===== config.mk =====
export PLATFORM = sky130hd
export DESIGN_NAME = ex_mem_stage_flat
export DESIGN_NICKNAME = d
export VERILOG_FILES = /design/src/rtl/ex_mem_stage_pkg.sv /design/src/rtl/ex_mem_stage_if.sv /design/src/rtl/ex_mem_stage_branch_cond.sv /design/src/rtl/ex_mem_stage.sv /design/src/flat_wrapper.sv
export SDC_FILE = /design/constraint.sdc
export NUM_CORES = 1
export LEC_CHECK = 0
export ABC_CLOCK_PERIOD_IN_PS = 3300
export CAP_MARGIN = 20
export CORE_ASPECT_RATIO = 0.9
export CORE_UTILIZATION = 40
export DETAILED_ROUTE_END_ITERATION = 8
export GPL_TIMING_DRIVEN = 0
export PLACE_DENSITY_LB_ADDON = 0.3
export SYNTH_ARGS = -nofsm -noshare
export SYNTH_HDL_FRONTEND = slang
export SYNTH_SLANG_ARGS = --single-unit
export TNS_END_PERCENT = 50

===== constraint.sdc =====
create_clock -name clk -period 3.3 [get_ports clk]
set_input_delay 0.33 -clock clk [delete_from_list [all_inputs] [get_ports clk]]
set_output_delay 0.33 -clock clk [all_outputs]
set_load 0.005 [all_outputs]

===== src/rtl/ex_mem_stage_pkg.sv =====
// Shared definitions for the EX/MEM pipeline boundary: datapath widths and
// branch-type encodings used by the stage and its branch resolver.
package ex_mem_stage_pkg;

    localparam int XLEN  = 32;
    localparam int REG_W = 5;

    typedef enum logic [2:0] {
        BR_NONE = 3'd0,
        BR_EQ   = 3'd1,
        BR_NE   = 3'd2,
        BR_LT   = 3'd3,
        BR_GE   = 3'd4,
        BR_LTU  = 3'd5,
        BR_GEU  = 3'd6,
        BR_JAL  = 3'd7
    } br_type_e;

endpackage


===== src/rtl/ex_mem_stage_if.sv =====
// Bundle of the EX-side inputs and MEM-side outputs of the EX/MEM stage.
// The master drives the EX side and observes MEM; the slave is the stage itself.
interface ex_mem_stage_if;
    import ex_mem_stage_pkg::*;

    logic              in_valid;
    logic [XLEN-1:0]   alu_result;
    logic              alu_carry;
    logic              alu_zero;
    logic              alu_negative;
    logic              alu_overflow;
    logic [XLEN-1:0]   store_data;
    logic [REG_W-1:0]  rd;
    logic              reg_write;
    logic              mem_read;
    logic              mem_write;
    logic [2:0]        br_type;
    logic [XLEN-1:0]   br_target;
    logic              stall;
    logic              flush;

    logic              out_valid;
    logic [XLEN-1:0]   mem_addr;
    logic [XLEN-1:0]   mem_wdata;
    logic [REG_W-1:0]  mem_rd;
    logic              mem_reg_write;
    logic              mem_read_o;
    logic              mem_write_o;
    logic              redirect;
    logic [XLEN-1:0]   redirect_pc;
    logic              fwd_valid;

    modport master (
        output in_valid, alu_result, alu_carry, alu_zero, alu_negative, alu_overflow,
               store_data, rd, reg_write, mem_read, mem_write, br_type, br_target,
               stall, flush,
        input  out_valid, mem_addr, mem_wdata, mem_rd, mem_reg_write, mem_read_o,
               mem_write_o, redirect, redirect_pc, fwd_valid
    );

    modport slave (
        input  in_valid, alu_result, alu_carry, alu_zero, alu_negative, alu_overflow,
               store_data, rd, reg_write, mem_read, mem_write, br_type, br_target,
               stall, flush,
        output out_valid, mem_addr, mem_wdata, mem_rd, mem_reg_write, mem_read_o,
               mem_write_o, redirect, redirect_pc, fwd_valid
    );

endinterface


===== src/rtl/ex_mem_stage_branch_cond.sv =====
// Branch resolver: decides taken from the ALU flags of rs1 - rs2.
// carry_i is already the borrow, so it directly means rs1 < rs2 unsigned.
module ex_mem_stage_branch_cond
    import ex_mem_stage_pkg::*;
(
    input  br_type_e br_type_i,
    input  logic     zero_i,
    input  logic     negative_i,
    input  logic     overflow_i,
    input  logic     carry_i,
    output logic     taken_o
);

    always_comb begin
        taken_o = 1'b0;
        case (br_type_i)
            BR_EQ:   taken_o = zero_i;
            BR_NE:   taken_o = !zero_i;
            BR_LT:   taken_o = negative_i ^ overflow_i;
            BR_GE:   taken_o = !(negative_i ^ overflow_i);
            BR_LTU:  taken_o = carry_i;
            BR_GEU:  taken_o = !carry_i;
            BR_JAL:  taken_o = 1'b1;
            default: taken_o = 1'b0;
        endcase
    end

endmodule


===== src/rtl/ex_mem_stage.sv =====
// EX/MEM pipeline register: latches ALU result, store data and control for MEM,
// resolves branches and squashes wrong-path instructions in the redirect shadow.
module ex_mem_stage
    import ex_mem_stage_pkg::*;
#(
    parameter int SHADOW = 2
)
(
    input  logic           clk,
    input  logic           rst_n,
    ex_mem_stage_if.slave  pipe_io
);

    localparam logic [2:0] SHADOW_INIT = 3'(SHADOW);

    logic              valid_q,  valid_d;
    logic [XLEN-1:0]   addr_q,   addr_d;
    logic [XLEN-1:0]   wdata_q,  wdata_d;
    logic [REG_W-1:0]  rd_q,     rd_d;
    logic              rw_q,     rw_d;
    logic              mr_q,     mr_d;
    logic              mw_q,     mw_d;
    logic              redir_q,  redir_d;
    logic [XLEN-1:0]   rpc_q,    rpc_d;
    logic [2:0]        shadow_q, shadow_d;

    logic taken;
    logic effValid;
    logic [2:0] shadowDec;

    ex_mem_stage_branch_cond u_branch_cond (
        .br_type_i  (br_type_e'(pipe_io.br_type)),
        .zero_i     (pipe_io.alu_zero),
        .negative_i (pipe_io.alu_negative),
        .overflow_i (pipe_io.alu_overflow),
        .carry_i    (pipe_io.alu_carry),
        .taken_o    (taken)
    );

    assign effValid  = pipe_io.in_valid && !pipe_io.flush && (shadow_q == 3'd0);
    assign shadowDec = (shadow_q != 3'd0) ? shadow_q - 3'd1 : 3'd0;

    // Stall freezes everything except the redirect pulse, which must not repeat.
    always_comb begin
        valid_d  = valid_q;
        addr_d   = addr_q;
        wdata_d  = wdata_q;
        rd_d     = rd_q;
        rw_d     = rw_q;
        mr_d     = mr_q;
        mw_d     = mw_q;
        redir_d  = 1'b0;
        rpc_d    = rpc_q;
        shadow_d = shadow_q;
        if (pipe_io.stall) begin
            shadow_d = shadow_q;
        end else if (pipe_io.flush) begin
            valid_d  = 1'b0;
            rw_d     = 1'b0;
            mr_d     = 1'b0;
            mw_d     = 1'b0;
            shadow_d = shadowDec;
        end else begin
            valid_d  = effValid;
            addr_d   = pipe_io.alu_result;
            wdata_d  = pipe_io.store_data;
            rd_d     = pipe_io.rd;
            rw_d     = pipe_io.reg_write && effValid;
            mr_d     = pipe_io.mem_read  && effValid;
            mw_d     = pipe_io.mem_write && effValid;
            redir_d  = effValid && taken;
            rpc_d    = pipe_io.br_target;
            shadow_d = (effValid && taken) ? SHADOW_INIT : shadowDec;
        end
    end

    always_ff @(posedge clk or negedge rst_n) begin
        if (!rst_n) begin
            valid_q  <= 1'b0;
            addr_q   <= '0;
            wdata_q  <= '0;
            rd_q     <= '0;
            rw_q     <= 1'b0;
            mr_q     <= 1'b0;
            mw_q     <= 1'b0;
            redir_q  <= 1'b0;
            rpc_q    <= '0;
            shadow_q <= '0;
        end else begin
            valid_q  <= valid_d;
            addr_q   <= addr_d;
            wdata_q  <= wdata_d;
            rd_q     <= rd_d;
            rw_q     <= rw_d;
            mr_q     <= mr_d;
            mw_q     <= mw_d;
            redir_q  <= redir_d;
            rpc_q    <= rpc_d;
            shadow_q <= shadow_d;
        end
    end

    assign pipe_io.out_valid     = valid_q;
    assign pipe_io.mem_addr      = addr_q;
    assign pipe_io.mem_wdata     = wdata_q;
    assign pipe_io.mem_rd        = rd_q;
    assign pipe_io.mem_reg_write = rw_q;
    assign pipe_io.mem_read_o    = mr_q;
    assign pipe_io.mem_write_o   = mw_q;
    assign pipe_io.redirect      = redir_q;
    assign pipe_io.redirect_pc   = rpc_q;
    assign pipe_io.fwd_valid     = valid_q && rw_q && (rd_q != '0);

endmodule


===== src/flat_wrapper.sv =====
// flat-port wrapper written by rule: the top's interface ports become plain ports
module ex_mem_stage_flat import ex_mem_stage_pkg::*;
#(
    parameter int SHADOW = 2
)
  (clk, rst_n, pipe_io_in_valid, pipe_io_alu_result, pipe_io_alu_carry, pipe_io_alu_zero, pipe_io_alu_negative, pipe_io_alu_overflow, pipe_io_store_data, pipe_io_rd, pipe_io_reg_write, pipe_io_mem_read, pipe_io_mem_write, pipe_io_br_type, pipe_io_br_target, pipe_io_stall, pipe_io_flush, pipe_io_out_valid, pipe_io_mem_addr, pipe_io_mem_wdata, pipe_io_mem_rd, pipe_io_mem_reg_write, pipe_io_mem_read_o, pipe_io_mem_write_o, pipe_io_redirect, pipe_io_redirect_pc, pipe_io_fwd_valid);
  ex_mem_stage_if pipe_io_i ();
  input  logic clk;
  input  logic rst_n;
  input wire logic [$bits(pipe_io_i.in_valid)-1:0] pipe_io_in_valid;
  input wire logic [$bits(pipe_io_i.alu_result)-1:0] pipe_io_alu_result;
  input wire logic [$bits(pipe_io_i.alu_carry)-1:0] pipe_io_alu_carry;
  input wire logic [$bits(pipe_io_i.alu_zero)-1:0] pipe_io_alu_zero;
  input wire logic [$bits(pipe_io_i.alu_negative)-1:0] pipe_io_alu_negative;
  input wire logic [$bits(pipe_io_i.alu_overflow)-1:0] pipe_io_alu_overflow;
  input wire logic [$bits(pipe_io_i.store_data)-1:0] pipe_io_store_data;
  input wire logic [$bits(pipe_io_i.rd)-1:0] pipe_io_rd;
  input wire logic [$bits(pipe_io_i.reg_write)-1:0] pipe_io_reg_write;
  input wire logic [$bits(pipe_io_i.mem_read)-1:0] pipe_io_mem_read;
  input wire logic [$bits(pipe_io_i.mem_write)-1:0] pipe_io_mem_write;
  input wire logic [$bits(pipe_io_i.br_type)-1:0] pipe_io_br_type;
  input wire logic [$bits(pipe_io_i.br_target)-1:0] pipe_io_br_target;
  input wire logic [$bits(pipe_io_i.stall)-1:0] pipe_io_stall;
  input wire logic [$bits(pipe_io_i.flush)-1:0] pipe_io_flush;
  output wire logic [$bits(pipe_io_i.out_valid)-1:0] pipe_io_out_valid;
  output wire logic [$bits(pipe_io_i.mem_addr)-1:0] pipe_io_mem_addr;
  output wire logic [$bits(pipe_io_i.mem_wdata)-1:0] pipe_io_mem_wdata;
  output wire logic [$bits(pipe_io_i.mem_rd)-1:0] pipe_io_mem_rd;
  output wire logic [$bits(pipe_io_i.mem_reg_write)-1:0] pipe_io_mem_reg_write;
  output wire logic [$bits(pipe_io_i.mem_read_o)-1:0] pipe_io_mem_read_o;
  output wire logic [$bits(pipe_io_i.mem_write_o)-1:0] pipe_io_mem_write_o;
  output wire logic [$bits(pipe_io_i.redirect)-1:0] pipe_io_redirect;
  output wire logic [$bits(pipe_io_i.redirect_pc)-1:0] pipe_io_redirect_pc;
  output wire logic [$bits(pipe_io_i.fwd_valid)-1:0] pipe_io_fwd_valid;
  assign pipe_io_i.in_valid = pipe_io_in_valid;
  assign pipe_io_i.alu_result = pipe_io_alu_result;
  assign pipe_io_i.alu_carry = pipe_io_alu_carry;
  assign pipe_io_i.alu_zero = pipe_io_alu_zero;
  assign pipe_io_i.alu_negative = pipe_io_alu_negative;
  assign pipe_io_i.alu_overflow = pipe_io_alu_overflow;
  assign pipe_io_i.store_data = pipe_io_store_data;
  assign pipe_io_i.rd = pipe_io_rd;
  assign pipe_io_i.reg_write = pipe_io_reg_write;
  assign pipe_io_i.mem_read = pipe_io_mem_read;
  assign pipe_io_i.mem_write = pipe_io_mem_write;
  assign pipe_io_i.br_type = pipe_io_br_type;
  assign pipe_io_i.br_target = pipe_io_br_target;
  assign pipe_io_i.stall = pipe_io_stall;
  assign pipe_io_i.flush = pipe_io_flush;
  assign pipe_io_out_valid = pipe_io_i.out_valid;
  assign pipe_io_mem_addr = pipe_io_i.mem_addr;
  assign pipe_io_mem_wdata = pipe_io_i.mem_wdata;
  assign pipe_io_mem_rd = pipe_io_i.mem_rd;
  assign pipe_io_mem_reg_write = pipe_io_i.mem_reg_write;
  assign pipe_io_mem_read_o = pipe_io_i.mem_read_o;
  assign pipe_io_mem_write_o = pipe_io_i.mem_write_o;
  assign pipe_io_redirect = pipe_io_i.redirect;
  assign pipe_io_redirect_pc = pipe_io_i.redirect_pc;
  assign pipe_io_fwd_valid = pipe_io_i.fwd_valid;
  ex_mem_stage #(.SHADOW(SHADOW)) u_core (.clk(clk), .rst_n(rst_n), .pipe_io(pipe_io_i));
endmodule

==> insert_results.sql <==
INSERT INTO impl_metrics (metric_group, metric, value, unit) VALUES
('run_status', 'result_of_the_run', 'complete, no violations', ''),
('grt', 'overflow', '0', ''),
('worst_hold_path', 'worst_hold_path_type', 'input port to asynchronous set/reset pin', ''),
('final_layout', 'final.fill_count', '781', ''),
('final_layout', 'drive_above_1_share', '26.77', '%'),
('synth', 'synth_top_family_by_area', 'multiplexers', ''),
('placed_design', 'numPortBuffers', '222', ''),
('cts', 'clkTransAtPathRegs', '0.07', 'ns'),
('detailed_routing', 'ant_nets', '0', ''),
('synth', 'synthDistinctLibCells', '25', ''),
('worst_setup_path', 'critical_path.n_buffers_inverters', '1', ''),
('power', 'vdd_drop_max', '0.3647', 'mV'),
('sta', 'final_period_demand_of_the_worst_path', '2.171', 'ns'),
('final_layout', 'multiInputGateArea', '1670', 'µm²'),
('power', 'power.density_cell_area', '518.9', 'nW/µm²'),
('synth', 'synth_edf_count', '0', ''),
('worst_setup_path', 'crit_slowest_cell', 'clkdlybuf4s50_1', ''),
('worst_setup_path', 'max_incr_delay_on_cp', '0.46', 'ns'),
('run', 'max_cap_viols', '0', ''),
('floorplanning', 'i_o_pin_count', '223', ''),
('placed_design', 'post-dp-hpwl', '8068', 'µm'),
('placed_design', 'gpl_wtd_cong', '0.6912', ''),
('cts', 'count_of_instances_resized_after_the_clock_tree_is_built', '0', ''),
('synth', 'synth_flop_cell', 'dfrtp_1', ''),
('floorplanning', 'fp.dieW', '115.2', 'µm'),
('final_layout', 'antenna_cells', '0', ''),
('synth', 'asyncSetResetFlopFracSynth', '100.0', '%'),
('cts', 'hold_buffers', '0', ''),
('final_layout', 'final_non_filler_cell_total', '645', ''),
('floorplanning', 'initial_core_util', '41.77', '%'),
('cts', 'tritoncts', 'built', ''),
('detailed_routing', 'drcViolationCount', '0', ''),
('grt', 'grt.total_usage', '19.32', '%'),
('synth', 'synth.yosys.seq_area_share', '59.17', '%'),
('cts', 'clkLatencyLatePin', '0.34', 'ns'),
('sta', 'finClkSkew', '0.003270', 'ns'),
('sta', 'min_period_over_period', '65.80', '%'),
('detailed_routing', 'routed-via-count', '2974', ''),
('worst_setup_path', 'timing.reg2reg.setup_slack', '2.08', 'ns'),
('sta', 'grt_setup_unrepaired', 'false', ''),
('power', 'leakagePower', '3.215', 'nW'),
('cts', 'numClockSinks', '109', ''),
('synth', 'adder_and_majority_gate_portion_of_the_synthesized_area', '0', '%'),
('sta', 'timing_max_transition_violations_final', '0', ''),
('final_layout', 'storage_cell_area', '2728', 'µm²'),
('placed_design', 'dp.cells', '630', ''),
('power', 'post-layout-total-power', '3.833', 'mW'),
('synth', 'netlist_area', '4609', 'µm²'),
('floorplanning', 'floorplan.die_area', '11960', 'µm²'),
('floorplanning', 'floorplan.rows', '36', ''),
('sta', 'worst-slew-pin-transition', '0.8618', 'ns'),
('grt', 'grt_pass1_vias', '3253', ''),
('grt', 'grt_antenna_before_repair', '0', ''),
('sta', 'post-route-worst-setup-slack', '1.129', 'ns'),
('synth', 'post_synth.cell_area_avg', '18.08', 'µm²'),
('synth', 'parity_gate_share_of_the_synthesized_area_counting_xor_and_xnor_cells', '0.1900', '%'),
('worst_setup_path', 'wp_data_required', '2.97', 'ns'),
('cts', 'cts_inserted_buffers', '9', ''),
('floorplanning', 'die_height', '103.8', 'µm'),
('worst_setup_path', 'critical_path_peak_fanout', '3', ''),
('worst_setup_path', 'cpLargestDelayFamily', 'buffers and inverters', ''),
('floorplanning', 'core_area', '11040', 'µm²'),
('worst_setup_path', 'critical_path_arrival', '1.84', 'ns'),
('cts', 'clockBufferDepth', '2', ''),
('cts', 'number_of_h_tree_levels', '3', ''),
('worst_setup_path', 'worstSetupPathType', 'flop to output pin', ''),
('detailed_routing', 'drtIter0Drc', '118', ''),
('cts', 'cts.repair_timing.setup_buffer_count', '0', ''),
('cts', 'clock_tree_root_buffer_cell', 'clkbuf_16', ''),
('placed_design', 'place_ws', '1.497', 'ns'),
('detailed_routing', 'drt-pass1-iter-count', '3', '');
-- synthesized netlist by cell type (2+ instances only) --
| master | number | area (µm²) |
|---|---|---|
| nor2_1 | 4 | 15.01 |
| mux2_2 | 12 | 135.1 |
| dfrtp_1 | 109 | 2728 |
| mux2_4 | 90 | 1351 |
| or3_1 | 2 | 12.51 |
| o21ai_0 | 4 | 20.02 |
| buf_12 | 10 | 200.2 |
| nand2_1 | 7 | 26.28 |
-- flip-flops by register name, summed over array words and instances, names as in the netlist --
signal,flops
u_core.pipe_io.redirect_pc,32
u_core.pipe_io.out_valid,1
u_core.pipe_io.mem_read_o,1
u_core.pipe_io.mem_write_o,1
u_core.shadow_q,3
u_core.pipe_io.mem_wdata,32
u_core.pipe_io.mem_addr,32
u_core.pipe_io.mem_reg_write,1
u_core.pipe_io.mem_rd,5
u_core.pipe_io.redirect,1
-- through the flow --
step	cell area (µm²)	setup TNS, ns
after floorplan	4609	0
after global placement	7022	-234.79
after detailed placement	7039	0
after CTS	7387	0
after global routing	7387	0
final	7387	0
-- layer usage --
metal	part of all wire, %	global-route usage [%]	wire length, µm	up-vias
li1	-	-	-	1353
met1	39	21.78	4320	1476
met2	50	33.26	5503	135
met3	9.5	8.250	1045	10
met4	1.4	4.917	150	0
met5	0	0	0	-
-- cell families after synthesis --
group                     Yosys count
buffers and inverters              12
AOI/OAI and AO/OA                  11
DFF                               109
and+or+nand+nor                    19
xor gates and xnor gates            1
muxes                             103
-- final timing paths --
check | endpoint | cells past startpoint | start
worst max-delay path | pipe_io_fwd_valid | 3 | u_core.pipe_io.mem_rd[1]
worst min-delay path | u_core.pipe_io.mem_wdata[22] | 1 | rst_n
worst max register to register | u_core.shadow_q[1] | 4 | u_core.shadow_q[1]
worst min register to register | u_core.pipe_io.mem_write_o | 2 | u_core.pipe_io.mem_write_o
max in group asynchronous | u_core.pipe_io.mem_read_o | 2 | rst_n
min in group clk | u_core.pipe_io.mem_write_o | 2 | u_core.pipe_io.mem_write_o
-- power breakdown --
| group | switching, mW | internal, mW | total, mW |
|---|---|---|---|
| Combinational | 0.255 | 0.705 | 0.960 |
| Sequential | 0.107 | 1.53 | 1.63 |
| Clock | 0.463 | 0.778 | 1.24 |
-- cells in the final DEF (no fill, tap or decap), types with 2 or more instances in the layout --
cell type,instances
clkdlybuf4s50_1,221
dfrtp_1,109
mux2_4,90
mux2_2,12
buf_12,11
clkbuf_16,9
nand2_1,7
nor2_1,4
o21ai_0,4
bufinv_16,3
or3_1,2
buf_4,2
clkbuf_8,2
-- area by class of cell --
type                       count  share of cell area [%]
timing repair buffer         223                   30.32
sequential                   109                   36.92
tap                          152                   2.575
clock inverter                 4                   1.287
clock buffer                  11                   3.421
buffer                        12                   2.862
multi-input combinational    134                   22.61
Note: power is estimated with default switching activity, not from simulation.
